**src/rtl/serial_borrow_subtractor.sv**
```systemverilog
// Multi-cycle subtractor: X - Y - B0, DIGIT bits per clock with borrow lookahead inside each
// slice and a registered borrow between slices. Optional macro SUB_BACK_TO_BACK_EN.
module serial_borrow_subtractor #(
  parameter int unsigned WIDTH = 8,
  parameter int unsigned DIGIT = 2
) (
  input  logic             clk,
  input  logic             rst,
  input  logic             in_valid,
  output logic             in_ready,
  input  logic [WIDTH-1:0] X,
  input  logic [WIDTH-1:0] Y,
  input  logic             B0,
  output logic             out_valid,
  input  logic             out_ready,
  output logic [WIDTH-1:0] diff,
  output logic             borrow_out,
  output logic             overflow
);

  localparam int unsigned N    = WIDTH / DIGIT;
  localparam int unsigned CntW = (N > 1) ? $clog2(N) : 1;

  typedef enum logic [1:0] {StIdle, StRun, StDone} state_e;

  state_e            state_q, state_d;
  logic [WIDTH-1:0]  x_q, x_d;
  logic [WIDTH-1:0]  y_q, y_d;
  logic [WIDTH-1:0]  acc_q, acc_d;
  logic [WIDTH-1:0]  diff_q, diff_d;
  logic              b_q, b_d;
  logic              bout_q, bout_d;
  logic              ovf_q, ovf_d;
  logic [CntW-1:0]   cnt_q, cnt_d;

  logic [DIGIT-1:0]  sx, sy, g, p, sd;
  logic [DIGIT:0]    c;
  logic              prod;
  logic [WIDTH-1:0]  acc_shift;

  // Slice borrows in lookahead form: c[i+1] = g[i] | p[i]g[i-1] | ... | p[i..0]b.
  always_comb begin
    sx   = x_q[DIGIT-1:0];
    sy   = y_q[DIGIT-1:0];
    g    = ~sx & sy;
    p    = ~(sx ^ sy);
    c    = '0;
    prod = 1'b0;
    c[0] = b_q;
    for (int i = 0; i < DIGIT; i++) begin
      c[i+1] = g[i];
      prod   = p[i];
      for (int j = i - 1; j >= 0; j--) begin
        c[i+1] = c[i+1] | (prod & g[j]);
        prod   = prod & p[j];
      end
      c[i+1] = c[i+1] | (prod & b_q);
    end
    sd = sx ^ sy ^ c[DIGIT-1:0];
  end

`ifdef SUB_BACK_TO_BACK_EN
  assign in_ready = ~rst & ((state_q == StIdle) | ((state_q == StDone) & out_ready));
`else
  assign in_ready = ~rst & (state_q == StIdle);
`endif

  always_comb begin
    state_d   = state_q;
    x_d       = x_q;
    y_d       = y_q;
    acc_d     = acc_q;
    diff_d    = diff_q;
    b_d       = b_q;
    bout_d    = bout_q;
    ovf_d     = ovf_q;
    cnt_d     = cnt_q;
    acc_shift = acc_q >> DIGIT;
    acc_shift[WIDTH-1 -: DIGIT] = sd;

    unique case (state_q)
      StIdle: begin
        if (in_valid && in_ready) begin
          x_d     = X;
          y_d     = Y;
          b_d     = B0;
          cnt_d   = '0;
          state_d = StRun;
        end
      end
      StRun: begin
        x_d   = x_q >> DIGIT;
        y_d   = y_q >> DIGIT;
        acc_d = acc_shift;
        b_d   = c[DIGIT];
        cnt_d = cnt_q + 1'b1;
        if (cnt_q == CntW'(N - 1)) begin
          diff_d  = acc_shift;
          bout_d  = c[DIGIT];
          ovf_d   = c[DIGIT] ^ c[DIGIT-1];
          state_d = StDone;
        end
      end
      StDone: begin
        if (out_ready) begin
`ifdef SUB_BACK_TO_BACK_EN
          if (in_valid) begin
            x_d     = X;
            y_d     = Y;
            b_d     = B0;
            cnt_d   = '0;
            state_d = StRun;
          end else begin
            state_d = StIdle;
          end
`else
          state_d = StIdle;
`endif
        end
      end
      default: state_d = StIdle;
    endcase
  end

  always_ff @(posedge clk or posedge rst) begin
    if (rst) begin
      state_q <= StIdle;
      x_q     <= '0;
      y_q     <= '0;
      acc_q   <= '0;
      diff_q  <= '0;
      b_q     <= 1'b0;
      bout_q  <= 1'b0;
      ovf_q   <= 1'b0;
      cnt_q   <= '0;
    end else begin
      state_q <= state_d;
      x_q     <= x_d;
      y_q     <= y_d;
      acc_q   <= acc_d;
      diff_q  <= diff_d;
      b_q     <= b_d;
      bout_q  <= bout_d;
      ovf_q   <= ovf_d;
      cnt_q   <= cnt_d;
    end
  end

  assign out_valid  = (state_q == StDone);
  assign diff       = diff_q;
  assign borrow_out = bout_q;
  assign overflow   = ovf_q;

endmodule

```
**config.mk**
```make
export PLATFORM = sky130hd
export DESIGN_NAME = serial_borrow_subtractor
export DESIGN_NICKNAME = d
export VERILOG_FILES = /design/src/rtl/serial_borrow_subtractor.sv
export SDC_FILE = /design/constraint.sdc
export NUM_CORES = 1
export LEC_CHECK = 0
export CORE_MARGIN = 5
export CORE_UTILIZATION = 50
export CTS_CLUSTER_SIZE = 12
export DETAILED_ROUTE_END_ITERATION = 10
export HOLD_SLACK_MARGIN = 0.05
export PLACE_DENSITY = 0.78
export SLEW_MARGIN = 20
export SYNTH_ARGS = -nofsm -noshare
export SYNTH_HDL_FRONTEND = slang
export SYNTH_SLANG_ARGS = --single-unit
```
**constraint.sdc**
```tcl
create_clock -name clk -period 3.1 [get_ports clk]
set_clock_uncertainty 0.2 [all_clocks]
set_input_delay 0.62 -clock clk [delete_from_list [all_inputs] [get_ports clk]]
set_output_delay 0.62 -clock clk [all_outputs]
set_load 0.02 [all_outputs]
```
==> impl_metrics.yaml <==
outcome:
  result_of_the_run: "finished clean"
global_route:
  grt_antenna_before_repair: 0
  via_count_of_the_first_global_routing_pass: 1149
  grt_pass1_wl_um: 5240
  grt.total_usage_pct: 15.9
  overflow: 0
  grt_start_max_net_pins: 38
setup_path:
  endpoint_kind: "output port"
  worst_reg2reg_setup_slack_ns: 1.11
  crit_required_ns: 2.28
  cp.arrival_ns: 1.92
  critical_path_peak_fanout: 4
  worstSetupPathType: "in -> out"
  worstSetupStartpointType: "primary input"
final_layout:
  fillCellCount: 279
  syn_to_final_growth_pct: 26.0
  final_util_pct: 64.0
  mostFrequentLayoutCells: "sky130_fd_sc_hd__dfrtp_1 (37), sky130_fd_sc_hd__clkdlybuf4s50_1 (32), sky130_fd_sc_hd__nand2b_1 (14), sky130_fd_sc_hd__nand2_1 (13), sky130_fd_sc_hd__mux2_2 (12)"
  num_antenna_cells: 0
  most_common_library_cell_in_the_layout_ignoring_fill_and_taps: "sky130_fd_sc_hd__dfrtp_1"
  multi_input_comb_area_sq_um: 659
  final_layout_size_suffix_gt1_share_pct: 20.7
  net_count_of_the_finished_layout: 193
  sequential_cell_area_sq_um: 926
floorplan:
  floorplan.die.height_um: 67.8
  die_x_um: 67.8
  standard_cell_row_count: 21
  start_util_pct: 50.8
  design.die.area_sq_um: 4590
  i_o_pin_cnt: 33
  core_sq_um: 3280
route:
  drt.antenna.violating_nets: 0
  drcViolationCount: 0
  routed_wl_um: 3050
  drt-initial-drc-count: 74
  detail_route.wl_per_cell_um: 14.2
  drt-pass1-iter-count: 4
  viasPerCell: 5.23
  vias: 1124
clocking:
  root_buffer: "sky130_fd_sc_hd__clkbuf_4"
  clock_tree_from_tritoncts: "done"
  cts_repair_resize_count: 0
  clk_pin_slew_ns: 0.09
  hold_buffers: 0
  cts_buffers: 5
  cts_setup_buffers: 0
  clock_sinks: 37
  cts-root-to-sink-buffers: 2
  h-tree-depth: 2
  clock_insertion_delay_worst_skew_ns: 0.34
min_path:
  worst_hold_path_type: "reg -> reg"
power:
  power.combinational.fraction_pct: 44.3
  power_switching_share_pct: 35.0
  relative_contribution_of_the_clock_network_to_total_power_pct: 15.6
  total_leakage_power_nw: 0.924
  worst_ir_drop_vdd_mv: 0.436
  power_density_nw_per_um2: 1040
  power.net_switching_uw: 762
  power_report.internal_total_mw: 1.42
  part_of_the_total_power_dissipated_in_sequential_elements_pct: 40.1
synth:
  ys_seq_elements: 37
  number_of_warnings_printed_during_yosys_synthesis: 0
  synth_sequential_area_ratio_pct: 55.5
  synth_area_per_cell_sq_um: 12.5
  postSynthNetCount: 158
  post_synth_inst_count: 133
  yosysUniqueCellTypes: 28
  synthesis.area_sq_um: 1670
sta:
  tightestPinTransition_ns: 0.856
  fin_setup_tns_ns: 0
  postLayoutSetupSlackWorst_ns: 0.356
  maxSlewViolCount: 0
  final.period_utilization_pct: 88.5
  timing_hold_violations_final: 0
  fmaxAchievable_mhz: 364
  grt_setup_unrepaired: "false"
  worst_slew_margin_relative_to_its_limit_pct: 42.9
  finalSetupViolCount: 0
  fin_crit_ns: 2.74
place:
  input_output_buffers: 32
  gp_congestion: 0.739
  detailedPlacementHpwl_um: 2320
  post-place-ws_ns: 0.348
job:
  max_cap_violations: 0
==> routing by layer <==
layer	global-route usage [%]	share of wire [%]	vias to the layer above
li1	-	-	541
met1	18.5	41	545
met2	25.9	52	32
met3	5.66	5.6	6
met4	7.59	1.9	0
met5	0	0	-
==> state kept, by name (all words and copies together) (netlist names) <==
signal and cells:
acc_q 6, b_q 1, borrow_out 1, cnt_q 2
diff 8, overflow 1, state_q 2, x_q 8
y_q 8
==> logic make-up after synthesis <==
logic type / after synthesis / synth area share [%]
and+or+nand+nor: 42 / 15.6
DFF: 37 / 55.5
AOI/OAI and AO/OA: 21 / 11.3
buffers and inverters: 15 / 4.95
muxes: 13 / 8.70
adders and majority gates: 4 / 3.45
xor gates and xnor gates: 1 / 0.525
==> area by class of cell <==
type | count | area share (%)
timing repair buffer | 35 | 16.3
clock inverter | 1 | 1.43
inverter | 8 | 1.43
clock buffer | 7 | 2.62
tap | 46 | 2.74
multi-input combinational | 81 | 31.4
sequential | 37 | 44.1
==> synthesized netlist by cell type <==
library cell	count	area share, %
sky130_fd_sc_hd__a211o_1	1	0.53
sky130_fd_sc_hd__a21oi_1	2	0.60
sky130_fd_sc_hd__and2_1	1	0.38
sky130_fd_sc_hd__buf_12	1	1.2
sky130_fd_sc_hd__buf_2	2	0.60
sky130_fd_sc_hd__buf_6	1	0.68
sky130_fd_sc_hd__clkbuf_1	3	0.68
sky130_fd_sc_hd__dfrtp_1	37	56
sky130_fd_sc_hd__fa_1	1	1.2
sky130_fd_sc_hd__ha_1	3	2.3
sky130_fd_sc_hd__inv_1	8	1.8
sky130_fd_sc_hd__mux2_2	12	8.1
sky130_fd_sc_hd__mux2i_1	1	0.60
sky130_fd_sc_hd__nand2_1	13	2.9
sky130_fd_sc_hd__nand2_8	1	1.2
sky130_fd_sc_hd__nand2b_1	14	5.3
sky130_fd_sc_hd__nand3_1	7	2.1
sky130_fd_sc_hd__nand3b_1	1	0.45
sky130_fd_sc_hd__nand4b_1	1	0.53
sky130_fd_sc_hd__nor3_1	1	0.30
sky130_fd_sc_hd__nor4b_4	1	1.4
sky130_fd_sc_hd__o21ai_0	5	1.5
sky130_fd_sc_hd__o221a_1	1	0.68
sky130_fd_sc_hd__o221a_2	11	7.4
sky130_fd_sc_hd__o221ai_1	1	0.53
sky130_fd_sc_hd__or2b_1	1	0.45
sky130_fd_sc_hd__or4b_1	1	0.60
sky130_fd_sc_hd__xnor2_1	1	0.53
==> worst max-delay path, cell delays in order <==
cell and delay [ns]:
sky130_fd_sc_hd__clkdlybuf4s50_1 0.49, sky130_fd_sc_hd__nor3_1 0.17, sky130_fd_sc_hd__clkdlybuf4s50_1 0.64
==> stage by stage <==
stage | total power [mW] | cell area, sq um | hold WS (ns) | std cells
2_1_floorplan | 1.57 | 1670 | 0.257 | 133
3_3_place_gp | 1.79 | 2020 | 0.263 | 207
6_report | 2.18 | 2100 | 0.301 | 215
5_1_grt | 2.35 | 2100 | 0.325 | 215
4_1_cts | 2.20 | 2100 | 0.303 | 215
3_5_place_dp | 1.86 | 2020 | 0.282 | 207
==> path summary, 6_finish.rpt <==
check,start,to,depth (start not counted)
hold reg to reg,cnt_q[0],cnt_q[0],1
setup / recovery,rst,in_ready,3
hold / removal,cnt_q[0],cnt_q[0],1
setup reg to reg,state_q[1],y_q[5],3
max in group asynchronous,rst,x_q[2],3
min in group asynchronous,rst,diff[3],3
==> power groups by stage <==
stage / clock network (mW) / registers (mW) / logic (mW)
after floorplan: 0 / 0.913 / 0.658
after global placement: 0 / 0.863 / 0.927
after detailed placement: 0 / 0.884 / 0.979
after CTS: 0.350 / 0.873 / 0.979
after global routing: 0.376 / 0.904 / 1.07
final: 0.340 / 0.874 / 0.966
(Power assumes the default switching activity.)
